File: config.mk
export PLATFORM = sky130hd
export DESIGN_NAME = color_display_flat
export DESIGN_NICKNAME = d
export VERILOG_FILES = /design/src/rtl/genius_pkg.sv /design/src/rtl/color_display_if.sv /design/src/rtl/dwell_timer.sv /design/src/rtl/color_display.sv /design/src/flat_wrapper.sv
export SDC_FILE = /design/constraint.sdc
export NUM_CORES = 1
export LEC_CHECK = 0
export CAP_MARGIN = 25
export CORE_ASPECT_RATIO = 0.9
export CORE_MARGIN = 2
export CORE_UTILIZATION = 57
export CTS_CLUSTER_DIAMETER = 150
export DETAILED_ROUTE_END_ITERATION = 10
export GPL_TIMING_DRIVEN = 0
export PLACE_DENSITY = 0.78
export RECOVER_POWER = 25
export REMOVE_ABC_BUFFERS = 1
export SLEW_MARGIN = 0
export SYNTH_ARGS = -nofsm -noshare
export SYNTH_HDL_FRONTEND = slang
export SYNTH_SLANG_ARGS = --single-unit
export TNS_END_PERCENT = 50
File: constraint.sdc
create_clock -name clk -period 3.1 [get_ports clk]
set_input_delay 0.465 -clock clk [delete_from_list [all_inputs] [get_ports clk]]
set_output_delay 0.465 -clock clk [all_outputs]
set_load 0.05 [all_outputs]
File: src/rtl/genius_pkg.sv
// Shared types for the Genius game blocks: LED/button color codes and the
// color_display FSM state, plus small helpers used by color_display.
package genius_pkg;

  // Color code shared with the player button decoder.
  typedef enum logic [1:0] {
    GREEN  = 2'b00,
    RED    = 2'b01,
    BLUE   = 2'b10,
    YELLOW = 2'b11
  } color_t;

  typedef enum logic [1:0] {
    IDLE = 2'b00,
    ON   = 2'b01,
    GAP  = 2'b10
  } disp_state_t;

  // LED vector bit order: {yellow, blue, red, green}.
  localparam logic [3:0] LedsOff = 4'b0000;
  localparam logic [3:0] LedsAll = 4'b1111;

  function automatic logic [3:0] color_to_leds(input color_t color);
    logic [3:0] leds;
    leds = LedsOff;
    unique case (color)
      GREEN:  leds = 4'b0001;
      RED:    leds = 4'b0010;
      BLUE:   leds = 4'b0100;
      YELLOW: leds = 4'b1000;
      default: leds = LedsOff;
    endcase
    return leds;
  endfunction

  // Counter must hold max(on, off) - 1; sized as $clog2(max + 1).
  function automatic int unsigned cnt_width(input int unsigned on_cycles,
                                            input int unsigned off_cycles);
    int unsigned max_cycles;
    max_cycles = (on_cycles > off_cycles) ? on_cycles : off_cycles;
    return $clog2(max_cycles + 1);
  endfunction

endpackage

File: src/rtl/color_display_if.sv
// Valid/ready color-code channel from the sequence controller to color_display.
interface color_display_if;

  logic [1:0] color_in;
  logic       color_valid;
  logic       color_ready;

  modport master (
    output color_in,
    output color_valid,
    input  color_ready
  );

  modport slave (
    input  color_in,
    input  color_valid,
    output color_ready
  );

endinterface

File: src/rtl/dwell_timer.sv
// Loadable down-counter used for both the lit and the dark periods.
// Loads on i_load, otherwise counts down and holds at zero (no wrap).
module dwell_timer #(
  parameter int unsigned Width = 8
) (
  input  logic             clk,
  input  logic             rst,
  input  logic             i_load,
  input  logic [Width-1:0] i_load_value,
  output logic             o_zero
);

  logic [Width-1:0] r_count;

  // Count register: reload on state entry, else decrement down to zero.
  always_ff @(posedge clk) begin
    if (rst) begin
      r_count <= '0;
    end else if (i_load) begin
      r_count <= i_load_value;
    end else if (r_count != '0) begin
      r_count <= r_count - Width'(1);
    end
  end

  assign o_zero = (r_count == '0);

endmodule

File: src/rtl/color_display.sv
// color_display: shows one color code at a time on four LEDs -- lit for
// ON_CYCLES, dark for OFF_CYCLES, then a one-cycle done pulse.
// Optional feature macro COLOR_DISPLAY_FLASH_ALL_EN adds a flash_all input
// that lights all four LEDs for one display period from IDLE.
module color_display
  import genius_pkg::*;
#(
  parameter int unsigned ON_CYCLES  = 25_000_000,
  parameter int unsigned OFF_CYCLES = 12_500_000
) (
  input  logic clk,
  input  logic rst,
  color_display_if.slave bus,
`ifdef COLOR_DISPLAY_FLASH_ALL_EN
  input  logic flash_all,
`endif
  output logic led_green,
  output logic led_red,
  output logic led_blue,
  output logic led_yellow,
  output logic busy,
  output logic done
);

  localparam int unsigned CntW = cnt_width(ON_CYCLES, OFF_CYCLES);
  localparam logic [CntW-1:0] OnLoad  = CntW'(ON_CYCLES - 1);
  localparam logic [CntW-1:0] OffLoad = CntW'((OFF_CYCLES == 0) ? 0 : OFF_CYCLES - 1);

  disp_state_t     r_state, w_state_d;
  color_t          r_color, w_color_d;
  logic            r_flash, w_flash_d;
  logic [3:0]      r_leds, w_leds_d;
  logic            r_done, w_done_d;
  logic            w_ready;
  logic            w_flash_req;
  logic            w_load;
  logic [CntW-1:0] w_load_value;
  logic            w_zero;

`ifdef COLOR_DISPLAY_FLASH_ALL_EN
  assign w_flash_req = flash_all;
`else
  assign w_flash_req = 1'b0;
`endif

  dwell_timer #(
    .Width (CntW)
  ) u_dwell_timer (
    .clk          (clk),
    .rst          (rst),
    .i_load       (w_load),
    .i_load_value (w_load_value),
    .o_zero       (w_zero)
  );

  // Next-state, latch, LED decode and counter-load control.
  always_comb begin
    w_state_d    = r_state;
    w_color_d    = r_color;
    w_flash_d    = r_flash;
    w_leds_d     = LedsOff;
    w_done_d     = 1'b0;
    w_ready      = 1'b0;
    w_load       = 1'b0;
    w_load_value = OnLoad;

    unique case (r_state)
      IDLE: begin
        // flash_all wins over a simultaneous code, and blocks the handshake.
        w_ready = !rst && !w_flash_req;
        if (w_flash_req) begin
          w_flash_d = 1'b1;
          w_state_d = ON;
          w_load    = 1'b1;
          w_leds_d  = LedsAll;
        end else if (bus.color_valid && w_ready) begin
          w_color_d = color_t'(bus.color_in);
          w_flash_d = 1'b0;
          w_state_d = ON;
          w_load    = 1'b1;
          w_leds_d  = color_to_leds(color_t'(bus.color_in));
        end
      end
      ON: begin
        w_leds_d = r_flash ? LedsAll : color_to_leds(r_color);
        if (w_zero) begin
          w_leds_d = LedsOff;
          if (OFF_CYCLES > 0) begin
            w_state_d    = GAP;
            w_load       = 1'b1;
            w_load_value = OffLoad;
          end else begin
            w_state_d = IDLE;
            w_done_d  = 1'b1;
          end
        end
      end
      GAP: begin
        if (w_zero) begin
          w_state_d = IDLE;
          w_done_d  = 1'b1;
        end
      end
      default: begin
        w_state_d = IDLE;
      end
    endcase
  end

  // State, latched color and registered LED/done outputs.
  always_ff @(posedge clk) begin
    if (rst) begin
      r_state <= IDLE;
      r_color <= GREEN;
      r_flash <= 1'b0;
      r_leds  <= LedsOff;
      r_done  <= 1'b0;
    end else begin
      r_state <= w_state_d;
      r_color <= w_color_d;
      r_flash <= w_flash_d;
      r_leds  <= w_leds_d;
      r_done  <= w_done_d;
    end
  end

  assign bus.color_ready = w_ready;
  assign led_green       = r_leds[0];
  assign led_red         = r_leds[1];
  assign led_blue        = r_leds[2];
  assign led_yellow      = r_leds[3];
  assign busy            = (r_state != IDLE);
  assign done            = r_done;

endmodule

File: src/flat_wrapper.sv
// flat-port wrapper written by rule: the top's interface ports become plain ports
module color_display_flat import genius_pkg::*;
#(
  parameter int unsigned ON_CYCLES  = 25_000_000,
  parameter int unsigned OFF_CYCLES = 12_500_000
)
  (clk, rst, led_green, led_red, led_blue, led_yellow, busy, done, bus_color_in, bus_color_valid, bus_color_ready);
  color_display_if bus_i ();
  input  logic clk;
  input  logic rst;
  output logic led_green;
  output logic led_red;
  output logic led_blue;
  output logic led_yellow;
  output logic busy;
  output logic done;
  input wire logic [$bits(bus_i.color_in)-1:0] bus_color_in;
  input wire logic [$bits(bus_i.color_valid)-1:0] bus_color_valid;
  output wire logic [$bits(bus_i.color_ready)-1:0] bus_color_ready;
  assign bus_i.color_in = bus_color_in;
  assign bus_i.color_valid = bus_color_valid;
  assign bus_color_ready = bus_i.color_ready;
  color_display #(.ON_CYCLES(ON_CYCLES), .OFF_CYCLES(OFF_CYCLES)) u_core (.clk(clk), .rst(rst), .bus(bus_i), .led_green(led_green), .led_red(led_red), .led_blue(led_blue), .led_yellow(led_yellow), .busy(busy), .done(done));
endmodule
# Word-level counts from Yosys, hierarchy flattened
# Cells that the tools add are included.
[totals]
reg_bits = 34
inputBits = 5
output_inout_bits = 7
[op_classes]
n_addsub = 1
n_eq_ne = 11
mux = 17
n_bitwise = 1
n_reduce_logical = 12
[ops]
columns = ["op", "count"]
rows = [
  ["25-bit 2-to-1 mux", 4],
  ["4-bit case mux with 4 select lines", 2],
  ["25-bit logical NOT", 1],
  ["25-bit nonzero test", 1],
  ["25-bit by 1-bit subtractor with 25-bit output (second input constant)", 1],
  ["2-bit == test (second input constant)", 5],
  ["4-bit 2-to-1 mux", 2],
  ["4-bit case mux with 2 select lines", 1],
  ["2-bit by 1-bit == test with 1-bit output (second input constant)", 3],
  ["2-bit logical NOT", 3],
  ["2-bit 2-to-1 mux", 3],
  ["2-bit case mux with 3 select lines", 1],
  ["2-bit inequality test (second input constant)", 2],
  ["2-bit nonzero test", 2],
  ["1-bit 2-to-1 mux", 3],
  ["3-bit AND reduction", 1],
  ["2-bit by 1-bit inequality test with 1-bit output (second input constant)", 1],
  ["1-bit case mux with 2 select lines", 1],
  ["2-bit AND reduction", 1],
  ["2-bit OR reduction", 1],
  ["1-bit logical AND", 1],
  ["1-bit logical NOT", 1],
  ["1-bit NOT", 1],
]

# Depth between registers and ports, before layout
[logic_depth]
word_depth = 5
ltp_mapped = 9
ltp_nobuf = 7

# Cells and area by module
# A second synthesis with hierarchy kept.
[hier_totals]
cells_unflattened = 196
hier_area_um2 = 1765.4
[modules_own_cells]
columns = ["module", "n_inst", "cells_per_inst", "area_per_inst_um2", "seq_area_each_um2"]
rows = [
  ["dwell_timer", 1, 155, 1350.0, 500.5],
  ["color_display", 1, 41, 415.4, 180.2],
]

# Least setup slack after synthesis
# No wires, ideal clock.
[synth_path]
path_type = "input -> register"
startpoint = "input rst"
endpoint = "register u_core.r_leds[1]"
setup_time_ns = 0.070
arrival_ns = 2.519
required_ns = 3.030
setup_slack_ns = 0.511
path_stages = 6
n_path_buf = 1
path_cell_list = "clkbuf_1 -> nor3_1 -> and2_1 -> nand2_1 -> or2_2 -> a21oi_1"
[synth_via]
elab_chain_cells = 4
[synth_rtl]
columns = ["item", "line", "text"]
rows = [
  ["start: declaration", "flat_wrapper.sv:10", "input logic rst;"],
  ["1-bit logical NOT", "color_display.sv:70", "w_ready = !rst && !w_flash_req;"],
  ["1-bit logical AND", "color_display.sv:76", "end else if (bus.color_valid && w_ready) begin"],
  ["4-bit 2-to-1 mux", "color_display.sv:76", ""],
  ["4-bit case mux with 2 select lines", "color_display.sv:67", "unique case (r_state)"],
  ["end signal: assignment", "color_display.sv:116", "r_leds <= LedsOff;"],
  ["end signal: assignment", "color_display.sv:122", "r_leds <= w_leds_d;"],
  ["end: declaration", "color_display.sv:32", "logic [3:0] r_leds, w_leds_d;"],
]
# Parallel ways exist; a longest one is shown, timed or not.
# A chain may end at the register's enable or synchronous reset.

# Worst setup path after layout
[layout_path]
startpoint = "input rst"
endpoint = "output bus_color_ready"
[layout_via]
elab_chain_cells = 2
[layout_rtl]
columns = ["item", "line", "text"]
rows = [
  ["1-bit logical NOT", "color_display.sv:70", ""],
  ["1-bit 2-to-1 mux", "color_display.sv:67", ""],
  ["end: declaration", "flat_wrapper.sv:19", "output wire logic [$bits(bus_i.color_ready)-1:0] bus_color_ready;"],
]
# No other way between the ends.

==> flow_metrics.env <==
export IMPL_grt_met2_usage_pct=35.1
export IMPL_antenna_found_initial=0
export IMPL_grt_pass1_wl_um=6380
export IMPL_clk_path_buf_depth=2
export IMPL_htreeDepth=2
export IMPL_max_freq_mhz=376
export IMPL_period_needed_ns=2.66
export IMPL_max_vdd_ir_drop_v=0.000376
export IMPL_post_route_util_pct=66.1
export IMPL_synth_edf_count=0
export IMPL_cts_root_buffer="clkbuf_4"
export IMPL_yosys_warnings=0
export IMPL_grt_usage_pct=24.8
export IMPL_synth_cell_types=44
export IMPL_setup_slack_ns=0.439
export IMPL_stdcell_count=248
export IMPL_crit_cells=3
export IMPL_insertion_delay_ns=0.34
export IMPL_worst_slew_pin_slew_ns=1.11
export IMPL_ant_nets=0
export IMPL_drt_iter0_drc=114
export IMPL_fin_crit_sh_pct=85.8
export IMPL_grt_max_degree=28
export IMPL_grt_overflow_total=0
export IMPL_worstPathArrival_ns=2.20
export IMPL_cts_made_buffers=5
export IMPL_start_util_pct=61.4
export IMPL_dieWidth_um=62.1
export IMPL_grt_busiest_layer="met2"
export IMPL_rows=18
export IMPL_drc=0
export IMPL_place_ws_ns=-0.0503
export IMPL_core_area_mm2=0.00282
export IMPL_avgSynthCellArea_um2=8.56
export IMPL_setup_viol=0
export IMPL_hold_violations=0
export IMPL_async_flop_share_pct=0
export IMPL_syn2layout_area_growth_pct=7.60
export IMPL_critPathMaxStageDelay_ns=0.80
export IMPL_num_io_pins=12
export IMPL_hold_class="flop to flop"
export IMPL_cts_setup_buffers=0
export IMPL_reg2regPathDepth=5
export IMPL_rsz0062_at_grt="false"
export IMPL_r2r_end="u_core.u_dwell_timer.r_count[11]"
export IMPL_port_buffers=11
export IMPL_grt_use_met3_pct=9.68
export IMPL_vias=1566
export IMPL_drv_slew=0
export IMPL_cp_end_kind="primary output"
export IMPL_crit_family="buffers and inverters"
export IMPL_ys_ff_latch=34
export IMPL_hpwl_um=2790
export IMPL_power_uw=1370
export IMPL_synthCells=202
export IMPL_synthFlopType="dfxtp_1"
export IMPL_drt_pass1_iter_count=4
export IMPL_reg2reg_from="u_core.u_dwell_timer.r_count[6]"
export IMPL_leakagePower_uw=0.000682
export IMPL_diodes=0
export IMPL_placed_cells=240
export IMPL_drive_gt1_share_pct=9.13
export IMPL_ys_seq_area_share_pct=39.4
export IMPL_worstSetupEndpoint="bus_color_ready"
export IMPL_rrSetupSlack_ns=0.51
export IMPL_die_area_mm2=0.00349
export IMPL_finalClockSkew_ns=0.0127
export IMPL_nNetsFinal=213
export IMPL_die_h_um=56.3
export IMPL_worst_path_buf_inv=2
export IMPL_use_met1_pct=33.1
export IMPL_path_class="primary input to primary output"
export IMPL_netlist_area_mm2=0.00173
export IMPL_powerDensity_mw_per_mm2=735
export IMPL_fillers=249
export IMPL_crit_fanout=27
export IMPL_tritoncts="built"
export IMPL_clk_pin_slew_ns=0.10
export IMPL_wirelength_um=3920
export IMPL_critical_path_cell_chain="clkbuf_1 -> nor3_1 -> clkdlybuf4s50_1"
export IMPL_cp_start_kind="primary input"
export IMPL_gp_congestion=0.881
export IMPL_drt_wirelength_per_cell_um=15.8
export IMPL_maxCapViolations=0
export IMPL_max_slew_margin_pct=26.0
export IMPL_post_dp_cell_area_mm2=0.00181
export IMPL_holdBufCountCts=0
export IMPL_cts_resized=1
export IMPL_status="finished clean"
export IMPL_crit_start="rst"
export IMPL_final_cell_area_mm2=0.00186
export IMPL_cts_sinks=34
export IMPL_grt_pass1_vias=1382
export IMPL_via_per_inst=6.31
export IMPL_crit_slowest_cell="clkbuf_1"
export IMPL_required_ns=2.63
==> layout by cell type (no fill, tap or decap), types with 2 or more instances in the layout <==
| cell type | count |
|---|---|
| nand4_1 | 3 |
| inv_1 | 3 |
| nand2b_1 | 3 |
| nand4b_1 | 2 |
| nor2_1 | 14 |
| or4_1 | 6 |
| o31ai_1 | 4 |
| xor2_1 | 5 |
| or4_4 | 2 |
| a21oi_1 | 19 |
| dlygate4sd3_1 | 6 |
| nand3b_1 | 2 |
| o21ai_1 | 8 |
| or3_1 | 7 |
| clkdlybuf4s50_1 | 4 |
| nor4_1 | 5 |
| o21ai_0 | 4 |
| nor3_1 | 7 |
| xnor2_1 | 5 |
| nand3_1 | 4 |
| nor2b_1 | 3 |
| or4b_1 | 2 |
| a31oi_1 | 10 |
| dfxtp_1 | 34 |
| nand2_1 | 17 |
| o41ai_1 | 2 |
| clkbuf_1 | 2 |
| or2_2 | 4 |
| clkbuf_4 | 5 |
==> routing by layer <==
metal  vias up  share of wire [%]
li1        761                  -
met1       730                 44
met2        63                 48
met3        12                5.6
met4         0                2.4
met5         -                  0
==> metrics by stage <==
stage	TNS, ns	hold slack [ns]
final	0	0.485
after global routing	0	0.502
after CTS	0	0.485
after detailed placement	-0.0503	0.471
after global placement	-0.000695	0.464
after floorplan	0	0.441
==> cell families (layout without fill, tap and decap cells) <==
logic type               Yosys count  after routing  synth area share (%)
XOR/XNOR                          10             10                  5.06
flip-flops                        34             34                  39.4
buffers and inverters             16             22                  5.14
AND/OR/NAND/NOR                   89             89                  31.6
AO/OA/AOI/OAI                     52             52                  18.1
adder cells (fa/ha/maj)            1              1                 0.723
==> cells in the mapped netlist (5+ instances only) <==
master	number	area [um2]
nor3_1	6	30.0
or4_1	6	45.0
xnor2_1	5	43.8
dfxtp_1	34	681
nand2_1	17	63.8
xor2_1	5	43.8
nor2_1	14	52.6
a21oi_1	19	95.1
clkbuf_1	7	26.3
a31oi_1	10	62.6
nor4_1	5	31.3
o21ai_1	8	40.0
or3_1	7	43.8
==> flip-flops by register name, indices dropped and copies added, names as in the netlist <==
register and cells:
u_core.done 1, u_core.r_color 2, u_core.r_leds 4, u_core.r_state 2, u_core.u_dwell_timer.r_count 25
==> power breakdown <==
group,total [uW],switching [uW],internal [uW],leakage [uW]
clock network,253,143,110,0.0000353
registers,587,78.6,508,0.000279
logic,528,331,197,0.000367
total,1370,552,815,0.000682
==> how the worst min path moves through the flow <==
stage / start / endpoint / slack [ns] / cells after the start
finish: u_core.r_state[0] / u_core.done / 0.49 / 1
detailed placement: u_core.u_dwell_timer.r_count[7] / u_core.u_dwell_timer.r_count[7] / 0.47 / 2
global placement: u_core.u_dwell_timer.r_count[7] / u_core.u_dwell_timer.r_count[7] / 0.46 / 2
floorplan: u_core.r_state[0] / u_core.done / 0.44 / 1
CTS: u_core.u_dwell_timer.r_count[7] / u_core.u_dwell_timer.r_count[7] / 0.49 / 2
global route: u_core.u_dwell_timer.r_count[7] / u_core.u_dwell_timer.r_count[7] / 0.50 / 2
==> final cells by class <==
class	instances	area [um2]	share of cell area (%)
well taps	40	50.0	2.69
clock inverters	1	5.00	0.269
clock buffers	7	55.1	2.96
flip-flops and latches	34	681	36.6
repair buffers	11	104	5.58
inverters	3	11.3	0.605
multi-input cells	152	955	51.3
No activity file was read; power rests on OpenSTA's default activity.
